$ cat src/rtl/nv_nvdla_cacc_reg_seq.sv
// CACC register-programming sequencer: writes one layer configuration, kicks op_en, polls until
// the layer completes and returns OUT_SATURATION. Optional readback checking: NV_NVDLA_CACC_REG_SEQ_VERIFY_EN.
module nv_nvdla_cacc_reg_seq #(
    parameter int POLL_INTERVAL  = 16,
    parameter int TIMEOUT_CYCLES = 65536,
    parameter int TMR_W          = 17
) (
    input  logic        nvdla_core_clk,
    input  logic        nvdla_core_rst,
    input  logic        cmd_valid,
    output logic        cmd_ready,
    input  logic [4:0]  cmd_batches,
    input  logic [4:0]  cmd_clip_truncate,
    input  logic [31:0] cmd_dataout_addr,
    input  logic        cmd_line_packed,
    input  logic        cmd_surf_packed,
    input  logic [12:0] cmd_dataout_width,
    input  logic [12:0] cmd_dataout_height,
    input  logic [12:0] cmd_dataout_channel,
    input  logic [23:0] cmd_line_stride,
    input  logic [23:0] cmd_surf_stride,
    input  logic        cmd_conv_mode,
    input  logic [1:0]  cmd_proc_precision,
    output logic [11:0] reg_offset,
    output logic [31:0] reg_wr_data,
    output logic        reg_wr_en,
    input  logic [31:0] reg_rd_data,
    output logic        done_valid,
    input  logic        done_ready,
    output logic [31:0] done_sat_count,
    output logic        done_timeout,
    output logic        busy
);
    typedef enum logic [2:0] {
        ST_IDLE, ST_WRITE, ST_VRFY, ST_KICK, ST_WAIT, ST_POLL, ST_SAT, ST_DONE
    } state_t;

    typedef struct packed {
        logic [4:0]  batches;
        logic [4:0]  clip;
        logic [31:0] addr;
        logic        line_packed;
        logic        surf_packed;
        logic [12:0] width;
        logic [12:0] height;
        logic [12:0] channel;
        logic [23:0] line_stride;
        logic [23:0] surf_stride;
        logic        conv_mode;
        logic [1:0]  prec;
    } cfg_t;

    localparam logic [TMR_W-1:0] POLL_LAST = TMR_W'(POLL_INTERVAL - 1);
    localparam logic [TMR_W-1:0] TMO_LAST  = TMR_W'(TIMEOUT_CYCLES - 1);
    localparam logic [3:0]       LAST_IDX  = 4'd8;

    function automatic logic [11:0] wr_offset(input logic [3:0] idx);
        logic [11:0] off;
        case (idx)
            4'd0:    off = 12'h00c;
            4'd1:    off = 12'h010;
            4'd2:    off = 12'h014;
            4'd3:    off = 12'h018;
            4'd4:    off = 12'h01c;
            4'd5:    off = 12'h020;
            4'd6:    off = 12'h024;
            4'd7:    off = 12'h028;
            4'd8:    off = 12'h02c;
            default: off = 12'h000;
        endcase
        return off;
    endfunction

    function automatic logic [31:0] wr_value(input logic [3:0] idx, input cfg_t c);
        logic [31:0] val;
        case (idx)
            4'd0:    val = {18'b0, c.prec, 11'b0, c.conv_mode};
            4'd1:    val = {3'b0, c.height, 3'b0, c.width};
            4'd2:    val = {19'b0, c.channel};
            4'd3:    val = c.addr;
            4'd4:    val = {27'b0, c.batches};
            4'd5:    val = {8'b0, c.line_stride};
            4'd6:    val = {8'b0, c.surf_stride};
            4'd7:    val = {15'b0, c.surf_packed, 15'b0, c.line_packed};
            4'd8:    val = {27'b0, c.clip};
            default: val = 32'h0000_0000;
        endcase
        return val;
    endfunction

`ifdef NV_NVDLA_CACC_REG_SEQ_VERIFY_EN
    function automatic logic [31:0] impl_mask(input logic [3:0] idx);
        logic [31:0] m;
        case (idx)
            4'd0:    m = 32'h0000_3001;
            4'd1:    m = 32'h1fff_1fff;
            4'd2:    m = 32'h0000_1fff;
            4'd3:    m = 32'hffff_ffff;
            4'd4:    m = 32'h0000_001f;
            4'd5:    m = 32'h00ff_ffff;
            4'd6:    m = 32'h00ff_ffff;
            4'd7:    m = 32'h0001_0001;
            4'd8:    m = 32'h0000_001f;
            default: m = 32'h0000_0000;
        endcase
        return m;
    endfunction
`endif

    state_t           state_r, state_s;
    logic [3:0]       idx_r, idx_s;
    logic [TMR_W-1:0] poll_cnt_r, poll_cnt_s;
    logic [TMR_W-1:0] tmo_cnt_r, tmo_cnt_s;
    logic             armed_r, armed_s;
    cfg_t             cfg_r, cfg_s, cmd_cfg_s;
    logic [11:0]      offset_s;
    logic [31:0]      wdata_s, sat_s;
    logic             wen_s, tmo_flag_s;

    // Gather the command ports into one configuration record
    always_comb begin
        cmd_cfg_s.batches     = cmd_batches;
        cmd_cfg_s.clip        = cmd_clip_truncate;
        cmd_cfg_s.addr        = cmd_dataout_addr;
        cmd_cfg_s.line_packed = cmd_line_packed;
        cmd_cfg_s.surf_packed = cmd_surf_packed;
        cmd_cfg_s.width       = cmd_dataout_width;
        cmd_cfg_s.height      = cmd_dataout_height;
        cmd_cfg_s.channel     = cmd_dataout_channel;
        cmd_cfg_s.line_stride = cmd_line_stride;
        cmd_cfg_s.surf_stride = cmd_surf_stride;
        cmd_cfg_s.conv_mode   = cmd_conv_mode;
        cmd_cfg_s.prec        = cmd_proc_precision;
    end

    // Next-state logic; bus outputs are derived from the next state so they register in step with it
    always_comb begin
        state_s    = state_r;
        idx_s      = idx_r;
        poll_cnt_s = poll_cnt_r;
        tmo_cnt_s  = tmo_cnt_r;
        armed_s    = armed_r;
        cfg_s      = cfg_r;
        sat_s      = done_sat_count;
        tmo_flag_s = done_timeout;
        case (state_r)
            ST_IDLE: begin
                if (cmd_valid) begin
                    state_s = ST_WRITE;
                    idx_s   = 4'd0;
                    cfg_s   = cmd_cfg_s;
                end else begin
                    state_s = ST_IDLE;
                end
            end
            ST_WRITE: begin
`ifdef NV_NVDLA_CACC_REG_SEQ_VERIFY_EN
                state_s = ST_VRFY;
`else
                if (idx_r == LAST_IDX) begin
                    state_s = ST_KICK;
                end else begin
                    idx_s = idx_r + 4'd1;
                end
`endif
            end
            ST_VRFY: begin
`ifdef NV_NVDLA_CACC_REG_SEQ_VERIFY_EN
                if ((reg_rd_data & impl_mask(idx_r)) != (wr_value(idx_r, cfg_r) & impl_mask(idx_r))) begin
                    state_s    = ST_DONE;
                    tmo_flag_s = 1'b1;
                    sat_s      = {20'b0, wr_offset(idx_r)};
                end else if (idx_r == LAST_IDX) begin
                    state_s = ST_KICK;
                end else begin
                    state_s = ST_WRITE;
                    idx_s   = idx_r + 4'd1;
                end
`else
                state_s = ST_IDLE;
`endif
            end
            ST_KICK: begin
                state_s    = ST_WAIT;
                poll_cnt_s = '0;
                tmo_cnt_s  = '0;
                armed_s    = 1'b0;
            end
            ST_WAIT: begin
                if (tmo_cnt_r == TMO_LAST) begin
                    state_s    = ST_DONE;
                    tmo_flag_s = 1'b1;
                    sat_s      = 32'h0000_0000;
                end else begin
                    tmo_cnt_s = tmo_cnt_r + TMR_W'(1);
                    if (poll_cnt_r == POLL_LAST) begin
                        state_s    = ST_POLL;
                        poll_cnt_s = '0;
                    end else begin
                        poll_cnt_s = poll_cnt_r + TMR_W'(1);
                    end
                end
            end
            ST_POLL: begin
                // Timeout wins over whatever op_en reads back in the same cycle
                if (tmo_cnt_r == TMO_LAST) begin
                    state_s    = ST_DONE;
                    tmo_flag_s = 1'b1;
                    sat_s      = 32'h0000_0000;
                end else begin
                    tmo_cnt_s = tmo_cnt_r + TMR_W'(1);
                    if (reg_rd_data[0]) begin
                        armed_s = 1'b1;
                        state_s = ST_WAIT;
                    end else if (armed_r) begin
                        state_s = ST_SAT;
                    end else begin
                        state_s = ST_WAIT;
                    end
                end
            end
            ST_SAT: begin
                state_s    = ST_DONE;
                sat_s      = reg_rd_data;
                tmo_flag_s = 1'b0;
            end
            ST_DONE: begin
                if (done_ready) begin
                    state_s = ST_IDLE;
                end else begin
                    state_s = ST_DONE;
                end
            end
            default: state_s = ST_IDLE;
        endcase

        offset_s = 12'h000;
        wdata_s  = 32'h0000_0000;
        wen_s    = 1'b0;
        case (state_s)
            ST_WRITE: begin
                wen_s    = 1'b1;
                offset_s = wr_offset(idx_s);
                wdata_s  = wr_value(idx_s, cfg_s);
            end
            ST_VRFY: offset_s = wr_offset(idx_s);
            ST_KICK: begin
                wen_s    = 1'b1;
                offset_s = 12'h008;
                wdata_s  = 32'h0000_0001;
            end
            ST_POLL: offset_s = 12'h008;
            ST_SAT:  offset_s = 12'h030;
            default: offset_s = 12'h000;
        endcase
    end

    // State, counters, captured configuration and registered outputs
    always_ff @(posedge nvdla_core_clk) begin
        if (nvdla_core_rst) begin
            state_r        <= ST_IDLE;
            idx_r          <= 4'd0;
            poll_cnt_r     <= '0;
            tmo_cnt_r      <= '0;
            armed_r        <= 1'b0;
            cfg_r          <= '0;
            reg_offset     <= 12'h000;
            reg_wr_data    <= 32'h0000_0000;
            reg_wr_en      <= 1'b0;
            done_valid     <= 1'b0;
            done_sat_count <= 32'h0000_0000;
            done_timeout   <= 1'b0;
        end else begin
            state_r        <= state_s;
            idx_r          <= idx_s;
            poll_cnt_r     <= poll_cnt_s;
            tmo_cnt_r      <= tmo_cnt_s;
            armed_r        <= armed_s;
            cfg_r          <= cfg_s;
            reg_offset     <= offset_s;
            reg_wr_data    <= wdata_s;
            reg_wr_en      <= wen_s;
            done_valid     <= (state_s == ST_DONE);
            done_sat_count <= sat_s;
            done_timeout   <= tmo_flag_s;
        end
    end

    assign cmd_ready = (state_r == ST_IDLE);
    assign busy      = (state_r != ST_IDLE);
endmodule

$ cat config.mk
export PLATFORM = sky130hd
export DESIGN_NAME = nv_nvdla_cacc_reg_seq
export DESIGN_NICKNAME = d
export VERILOG_FILES = /design/src/rtl/nv_nvdla_cacc_reg_seq.sv
export SDC_FILE = /design/constraint.sdc
export NUM_CORES = 1
export LEC_CHECK = 0
export CORE_UTILIZATION = 50
export CTS_CLUSTER_DIAMETER = 200
export DETAILED_ROUTE_END_ITERATION = 12
export PLACE_DENSITY = 0.81
export SYNTH_ARGS = -nofsm -noshare
export SYNTH_HDL_FRONTEND = slang
export SYNTH_SLANG_ARGS = --single-unit
$ cat constraint.sdc
create_clock -name nvdla_core_clk -period 4.1 [get_ports nvdla_core_clk]
set_clock_uncertainty 0.1 [all_clocks]
set_input_delay 0.615 -clock nvdla_core_clk [delete_from_list [all_inputs] [get_ports nvdla_core_clk]]
set_output_delay 0.615 -clock nvdla_core_clk [all_outputs]
set_load 0.02 [all_outputs]
# Yosys cells after proc, flatten, opt, wreduce, memory -nomap -nowiden
# Memories as Yosys holds them, arrays and structs flattened.
# Index checks and enable logic that the tools add are counted.
# Widths: inputs -> output; s select.
[totals]
reg_bits = 255
romBits = 128
mem_count = 2
[memory_table]
columns = ["memory", "depth", "word_bits", "read_ports", "rd_clocked_by_memory_dff", "wr", "line_no", "text"]
rows = [
  ["(no name shown)", 16, 4, 1, 0, 0, "59", "case (idx)"],
  ["(no name shown)", 16, 4, 1, 0, 0, "59", ""],
]
[op_classes]
n_addsub = 3
eq_ne = 29
muxes = 30
reduce_logical = 14
[op_table]
columns = ["cell", "count"]
rows = [
  ["$pmux 32 s9", 1],
  ["$mux 134", 2],
  ["$pmux 32 s2", 2],
  ["$pmux 17 s2", 2],
  ["$mux 17", 3],
  ["$pmux 12 s4", 1],
  ["$add 17x1->17 const B", 2],
  ["$mux 32", 1],
  ["$pmux 3 s8", 1],
  ["$eq 3x3->1 const B", 7],
  ["$eq 17x16->1 const B", 1],
  ["$eq 17x4->1 const B", 1],
  ["$eq 4x3->1 const B", 4],
  ["$eq 3x2->1 const B", 4],
  ["$mux 3", 4],
  ["$eq 4x2->1 const B", 2],
  ["$eq 4x4->1 const B", 2],
  ["$mux 4", 2],
  ["$ne 2x2->1 const B", 4],
  ["$pmux 4 s2", 1],
  ["$reduce_bool 2->1", 4],
  ["$eq 3x1->1 const B", 2],
  ["$mux 2", 3],
  ["$reduce_and 2->1", 3],
  ["10 further kinds", 17],
]

# Logic depth before layout (Yosys ltp)
# Gate-level depths: netlist of run 1.
[depth]
depth_word = 7
ltp_mapped = 15
ltp_nobuf = 13

# Worst setup path after synthesis of run 1
# Ideal clock, no wire load.
[synth_path]
path_type = "in2reg"
start = "in cmd_valid"
end = "reg reg_wr_data[10]"
setup_time_ps = 120
arrival_time_ps = 2709
required_ps = 3880
setup_slack_ps = 1172
cell_stages = 12
cell_sequence = "nor4b_4 a21oi_1 a21oi_1 inv_1 ha_1 buf_2 inv_1 or2_1 buf_2 buf_2 o22ai_1 o31a_1"
[synth_via]
elab_chain_len = 5
[synth_rtl]
columns = ["element", "line_no", "text"]
rows = [
  ["from (decl)", "10", "input logic cmd_valid,"],
  ["$mux 4 (*)", "148", "if (cmd_valid) begin"],
  ["$pmux 4 s2 (*)", "146", "case (state_r)"],
  ["named net idx_s[0]", "111", "logic [3:0] idx_r, idx_s;"],
  ["$eq 4x4->1 (tied with other cells)", "76", "case (idx)"],
  ["$pmux 32 s9 (*)", "76", ""],
  ["$pmux 32 s2 (*)", "240", "case (state_s)"],
  ["to (signal assigned)", "281", "reg_wr_data <= wdata_s;"],
  ["to (decl)", "25", "output logic [31:0] reg_wr_data,"],
]
# The timed path passes the listed nets; every way through them passes the cells marked *.
# A chain may end at the register's enable or synchronous reset.

# Final worst setup path of run 1
[layout_path]
start = "reg state_r[2]"
end = "reg reg_wr_data[2]"
[layout_via]
elab_chain_len = 5
[layout_rtl]
columns = ["element", "line_no", "text"]
rows = [
  ["from (decl)", "110", "state_t state_r, state_s;"],
  ["from (signal assigned)", "274", "state_r <= state_s;"],
  ["$eq 3x1->1 / $logic_not 3->1 (equally long branches)", "146", ""],
  ["$pmux 4 s2 (*)", "146", ""],
  ["named net idx_s[0]", "111", ""],
  ["$eq 4x4->1 (tied with other cells)", "76", ""],
  ["$pmux 32 s9 (*)", "76", ""],
  ["$pmux 32 s2 (*)", "240", ""],
]
# Marks and branches as above.

==> summary.md, run 1 <==
| Metric | Value |
|---|---|
| Status | `completed` |
| Sequential area share after synthesis | `48.29%` |
| Final Hold Vio Count | `0` |
| Worst r2r src | `state_r[2]` |
| Highest ir drop seen on vdd | `0.3762 mV` |
| Largest net degree at the start of global routing | `137` |
| GPL Wtd Cong | `0.8515` |
| Internal power | `0.004225 W` |
| Post-DRT Antenna Nets | `0` |
| Hold WS | `369.1 ps` |
| Largest area contributor in the netlist | `dfxtp_1` |
| Worst-Skew Late Latency | `530 ps` |
| Top post-synthesis cells by area | `dfxtp_1 (48%), mux2i_1 (12%), nor2_1 (8.4%), a22oi_1 (2.8%), o22ai_1 (2.5%)` |
| Filler cells | `1549` |
| Worst Path Arrival | `3830 ps` |
| Most common cell in the synthesized netlist | `dfxtp_1` |
| CTS Root Cell | `clkbuf_16` |
| Die span in y | `145.1 µm` |
| Area growth, synth to finish | `32.29%` |
| FMAX | `288.6 MHz` |
| Synth warn | `0` |
| Initial antenna violation count | `2` |
| Worst Slack Setup Final | `634.4 ps` |
| Reg power frac | `45.9%` |
| Period utilization | `84.53%` |
| DR iter-0 viols | `568` |
| Post-Syn Area | `10240 µm²` |
| EDFF count, synth | `0` |
| GRT met3 Usage | `5.535%` |
| CTS Hold Bufs | `0` |
| Setup Viol. Count Final | `0` |
| Number of synthesized register bits | `247` |
| Syn_area_per_cell | `9.334 µm²` |
| Final Slew Violations | `0` |
| CTS Sinks | `247` |
| Critical Path Fanout Max | `23` |
| Setup WS pre-CTS | `385.9 ps` |
| GRT overflow | `0` |
| Total GRT Usage | `24.70%` |
| TNS Setup | `0 ps` |
| M1 GR Usage | `31.44%` |
| Least-Margin Pin Slew | `1092 ps` |
| H-tree level count | `1` |
| Hold Path Class | `flop to flop` |
| Worst setup endpoint | `reg_wr_data[2]` |
| CTS tree | `built` |
| Placed Instances | `1542` |
| Dpl hpwl | `18380 µm` |
| Hold path depth | `2` |
| Share of the synthesized area in the top cell type | `48.29%` |
| Max-cap viol count | `0` |
| GR met2 Demand/Resource | `41.32%` |
| Port-buffer cells | `242` |
| Prevailing post-synth register cell | `dfxtp_1` |
| First drt pass iteration count | `6` |
| Layout cell share with drive strength beyond 1 | `5.896%` |
| Vias in the first global route | `8461` |
| Required @ worst endpoint | `4460 ps` |
| Rows | `51` |
| Cells on worst reg2reg path | `9` |
| Cell variety after synth | `70` |
| Max_slew headroom | `27.04%` |
| Vias/cell | `5.469` |
| Clock group share of total power | `42.6%` |
| Vias | `8695` |
| RSZ-0062 raised after global routing | `false` |
| IO Pins | `251` |
| Clock slew at reported path FFs | `60 ps` |
| Post-route DRC | `0` |
| First-pass GRT wire length | `42860 µm` |
| Die width | `145.1 µm` |
| Setup repair bufs after CTS | `0` |
| Comb power frac | `11.6%` |
| Core area | `19780 µm²` |
| Worst setup path startpoint | `state_r[2]` |
| Post-CTS Resized | `0` |
| CP Launch Type | `flop` |
| CTS max path bufs | `3` |
| Critical Path Sink Type | `flop` |
| Fin cells | `1590` |
| Cells after synthesis | `1097` |
| Leakage | `5.195 nW` |
| TritonCTS buffer count | `25` |
| Sw Ratio | `23.25%` |
| Sw Pwr | `0.001280 W` |
| Worst setup path class | `flop to flop` |
| PD cells | `406.4 nW/µm²` |
| Die area | `21060 µm²` |
| Routed WL per cell | `16.83 µm` |
| FF-to-FF setup slack | `630 ps` |
| Synth top cells by count | `dfxtp_1 (247), nor2_1 (228), mux2i_1 (121)` |
| DRT Wirelength | `26760 µm` |
| Net count reported at finish | `1485` |
| Async S/R FF share, synth | `0%` |
| Reg-to-reg critical path endpoint | `reg_wr_data[2]` |
| Fin crit period | `3466 ps` |
| Initial core utilization | `51.76%` |
| GRT busiest layer | `met2` |
## cell type report
type,count,area [µm²],share of cell area (%)
tap,265,331.6,2.448
multi-input combinational,761,4815,35.54
inverter,15,56.30,0.4156
clock buffer,40,772.0,5.699
antenna,2,5.005,0.03694
timing repair buffer,254,2539,18.74
clock inverter,6,83.83,0.6188
sequential,247,4945,36.50
## worst max-delay path: stages (launching register included)
cell	delay (ps)
dfxtp_1	810
nor3b_4	150
a21oi_1	500
a21oi_1	180
inv_1	120
ha_1	320
nor3_1	100
o32a_1	350
nor2_4	520
o31a_1	240
## power by group through the flow
stage	clock, W	sequential [W]	combinational (W)
global placement	0	0.00257	0.000622
floorplan	0	0.00258	0.000350
global route	0.00248	0.00253	0.000684
CTS	0.00237	0.00252	0.000635
finish	0.00234	0.00252	0.000637
detailed placement	0	0.00258	0.000630
## how the worst min path moves through the flow
| stage | start | end | slack (ps) |
|---|---|---|---|
| floorplan | cfg_r[122] | cfg_r[122] | 330 |
| global placement | cfg_r[77] | cfg_r[77] | 350 |
| detailed placement | cfg_r[122] | cfg_r[122] | 360 |
| CTS | cfg_r[122] | cfg_r[122] | 370 |
| global route | cfg_r[122] | cfg_r[122] | 390 |
| finish | cfg_r[122] | cfg_r[122] | 370 |
## cell usage in the layout, fill, tap and decap left out, drive strengths merged, types with 5 or more instances in the layout
cell type,instances
or3,5
nand2b,6
nor2,229
and3,9
nand3,22
conb,8
xor2,12
nand2,59
o22ai,41
xnor2,7
dfxtp,247
buf,13
o21ai,19
nand4,12
nor3,22
mux2,6
ha,11
clkdlybuf4s50,241
a21oi,32
o31a,20
o21a,8
a22oi,38
clkbuf,40
or2,5
mux2i,121
and2,13
inv,16
## stage by stage
stage          instance area (µm²)  power [W]  util [%]
2_1_floorplan                10270   0.002934         -
3_3_place_gp                 12690   0.003195     64.13
3_5_place_dp                 12690   0.003206     64.13
4_1_cts                      13540   0.005532     68.46
5_1_grt                      13540   0.005692     68.47
6_report                     13550   0.005505     68.48
## sequential cells by signal (all words and copies together) (netlist names), 3 cells and up
name,cells
cfg_r,134
done_sat_count,32
reg_wr_data,32
poll_cnt_r,17
tmo_cnt_r,17
idx_r,4
reg_offset,4
state_r,3
## logic make-up (layout without fill, tap and decap cells)
kind of cell	count (synthesis)	in the layout	share of synthesized area, %
XOR/XNOR	19	19	1.625
multiplexers	127	127	12.52
other	1	10	0.03662
AO/OA/AOI/OAI	192	192	12.96
buffers and inverters	96	315	4.973
adder cells (fa/ha/maj)	11	11	1.344
AND/OR/NAND/NOR	404	404	18.24
flip-flops	247	247	48.29
## per-layer routing
metal	wire (µm)	part of all wire, %
met4	740	2.8
met2	12370	46
met1	11530	43
met5	0	0
met3	2112	7.9
No activity file was read; power rests on OpenSTA's default activity.
==> run 2, diff against run 1 <==
Settings changed: CORE_UTILIZATION 50 to 45, PLACE_DENSITY 0.81 to 0.77.
Clock period 4.1 ns to 3.1 ns, I/O delays scaled along.
==> run 2 against run 1 <==
Effect of this change: via count increased by 0.76%; utilization decreased by 5.1 points; first-iteration DRC count decreased by 14%; highest routed layer unchanged; critical path depth increased by 1; largest cell class unchanged; total power increased by 35%; die area increased by 11%.
==> summary.md, run 2 (synthesis gave the netlist of run 1 again) <==
| Metric | Value |
|---|---|
| Critical Path Sink Type | `flop` |
| CP Launch Type | `flop` |
| Number of flip-flops in the largest register | `134 (unchanged)` |
| Largest net degree at the start of global routing | `82 (-40%)` |
| Worst setup path class | `flop to flop` |
| Critical-path cell list | `nor3b_4 -> a21oi_1 -> a21oi_1 -> buf_4 -> inv_1 -> ha_1 -> buf_4 -> a222oi_1 -> o221ai_1 -> o311a_1` |
| IO Pins | `251 (unchanged)` |
| Largest regs | `cfg_r: 134 flops, done_sat_count: 32 flops, reg_wr_data: 32 flops` |
| Die area | `23360 µm² (+11%)` |
| GPL Wtd Cong | `0.8622 (+1.3%)` |
| Max_slew headroom | `42.04% (+15 points)` |
| Vias/cell | `5.300 (-3.1%)` |
| Post-CTS Resized | `0 (unchanged)` |
| Final Util | `63.39% (-5.1 points)` |
| Layout cell share with drive strength beyond 1 | `9.336% (+3.4 points)` |
| Worst Path Arrival | `3200 ps (-630 ps)` |
| Highest ir drop seen on vdd | `0.4201 mV (+12%)` |
| TritonCTS buffer count | `27 (+8.0%)` |
| Vias | `8761 (+0.76%)` |
| Fin cells | `1653 (+4.0%)` |
| Port-buffer cells | `242 (unchanged)` |
| CTS Sinks | `247 (unchanged)` |
| CTS max path bufs | `3 (unchanged)` |
| Critical Path Fanout Max | `9 (-61%)` |
| Net count reported at finish | `1532 (+3.2%)` |
| Most frequent cells in the layout | `dfxtp_1 (247), clkdlybuf4s50_1 (241), nor2_1 (227)` |
| CTS Root Cell | `clkbuf_16` |
| Initial antenna violation count | `2 (unchanged)` |
| Hold Path Class | `primary input to flop` |
| Die width | `152.9 µm (+5.3%)` |
| Die span in y | `152.9 µm (+5.3%)` |
| Total GRT Usage | `23.26% (-1.4 points)` |
| Area growth, synth to finish | `36.77%` |
| Required @ worst endpoint | `3400 ps (-1060 ps)` |
| Placed Instance Area | `13090 µm² (+3.1%)` |
| Setup repair bufs after CTS | `0 (unchanged)` |
| Slowest library cell on the worst path | `dfxtp_1` |
| Most common cell after layout, fill and taps aside | `dfxtp_1` |
| Routed WL per cell | `16.87 µm (+0.26%)` |
| Core area | `22090 µm² (+12%)` |
| Max incr delay on CP | `540 ps (-270 ps)` |
| Setup Viol. Count Final | `0 (unchanged)` |
| Total Power | `0.007437 W (+35%)` |
| Least-Margin Pin Slew | `869.4 ps (-222.4 ps)` |
| Placed Instances | `1601 (+3.8%)` |
| Post-DRT Antenna Nets | `0 (unchanged)` |
| H-tree level count | `1 (unchanged)` |
| Post-route DRC | `0 (unchanged)` |
| Final Hold Vio Count | `0 (unchanged)` |
| Dpl hpwl | `19440 µm (+5.8%)` |
| Initial core utilization | `46.35% (-5.4 points)` |
| First-pass GRT wire length | `44460 µm (+3.7%)` |
| PD cells | `531.1 nW/µm² (+31%)` |
| FMAX | `345.0 MHz (+20%)` |
| Vias in the first global route | `8739 (+3.3%)` |
| DR iter-0 viols | `487 (-14%)` |
| RSZ-0062 raised after global routing | `false` |
| Max-cap viol count | `0 (unchanged)` |
| Final Slew Violations | `0 (unchanged)` |
| Period utilization | `93.52% (+9.0 points)` |
| Largest reg by FF count | `cfg_r` |
| Clock slew at reported path FFs | `60 ps (about the same)` |
| Rows | `54 (+5.9%)` |
| Leakage | `5.455 nW (+5.0%)` |
| Fin crit period | `2899 ps (-566.6 ps)` |
| Hold WS | `219.8 ps (-149.3 ps)` |
| Finished Cell Area | `14000 µm² (+3.4%)` |
| CTS tree | `built` |
| First drt pass iteration count | `7 (+1)` |
| GRT overflow | `0 (unchanged)` |
| CTS Hold Bufs | `0 (unchanged)` |
| Status | `completed` |
| DRT Wirelength | `27890 µm (+4.2%)` |
| Worst-Skew Late Latency | `530 ps (about the same)` |
## run 2: changes by cell type in the layout (fill, tap and decap cells not counted)
cell,before,now
clkbuf_1,6,4
inv_8,0,1
clkbuf_16,25,27
bufinv_16,2,1
nor2_4,1,2
clkbuf_8,9,10
buf_12,2,6
buf_4,10,50
clkinv_2,3,5
## run 2: path summary, 6_finish.rpt
check	slack [ps]	depth (start not counted)	startpoint	to
worst max-delay path	200	10	state_r[0]	reg_wr_data[0]
worst min-delay path	220	2	nvdla_core_rst	state_r[2]
worst max register to register	200	10	state_r[0]	reg_wr_data[0]
worst min register to register	370	2	cfg_r[116]	cfg_r[116]
## run 2: layout make-up
cell class	count	area, µm²
antenna	2	5.005
clock buffer	41	828.3
clock inverter	8	75.07
fill	1797	8089
inverter	15	56.30
multi-input combinational	762	4826
sequential	247	4945
tap	280	350.3
timing repair buffer	298	2919
## run 2: report_power, final
group / switching, W / total [W] / leakage, nW / internal, W
combinational: 0.000445 / 0.000915 / 2.99 / 0.000470
clock: 0.00126 / 0.00318 / 0.454 / 0.00192
sequential: 0.0000382 / 0.00334 / 2.01 / 0.00330
## run 2: through the flow
stage | setup TNS (ps) | setup slack (ps)
2_1_floorplan | 0 | 223.4
3_3_place_gp | -363.0 | -21.21
3_5_place_dp | -1489 | -82.65
4_1_cts | 0 | 172.6
5_1_grt | 0 | 25.35
6_report | 0 | 201.0
## run 2: critical path: cells and delay by family (launching register included)
| kind | cells | cell delay (ps) |
|---|---|---|
| buffers and inverters | 3 | 400 |
| AO/OA/AOI/OAI | 5 | 1090 |
| adder cells (fa/ha/maj) | 1 | 230 |
| flip-flops | 1 | 540 |
| AND/OR/NAND/NOR | 1 | 430 |
## run 2: metal layers
metal	global-route usage, %	share of wire (%)
met5	0	0
met4	9.187	3.6
met3	5.784	7.2
met2	37.72	45
met1	29.67	44
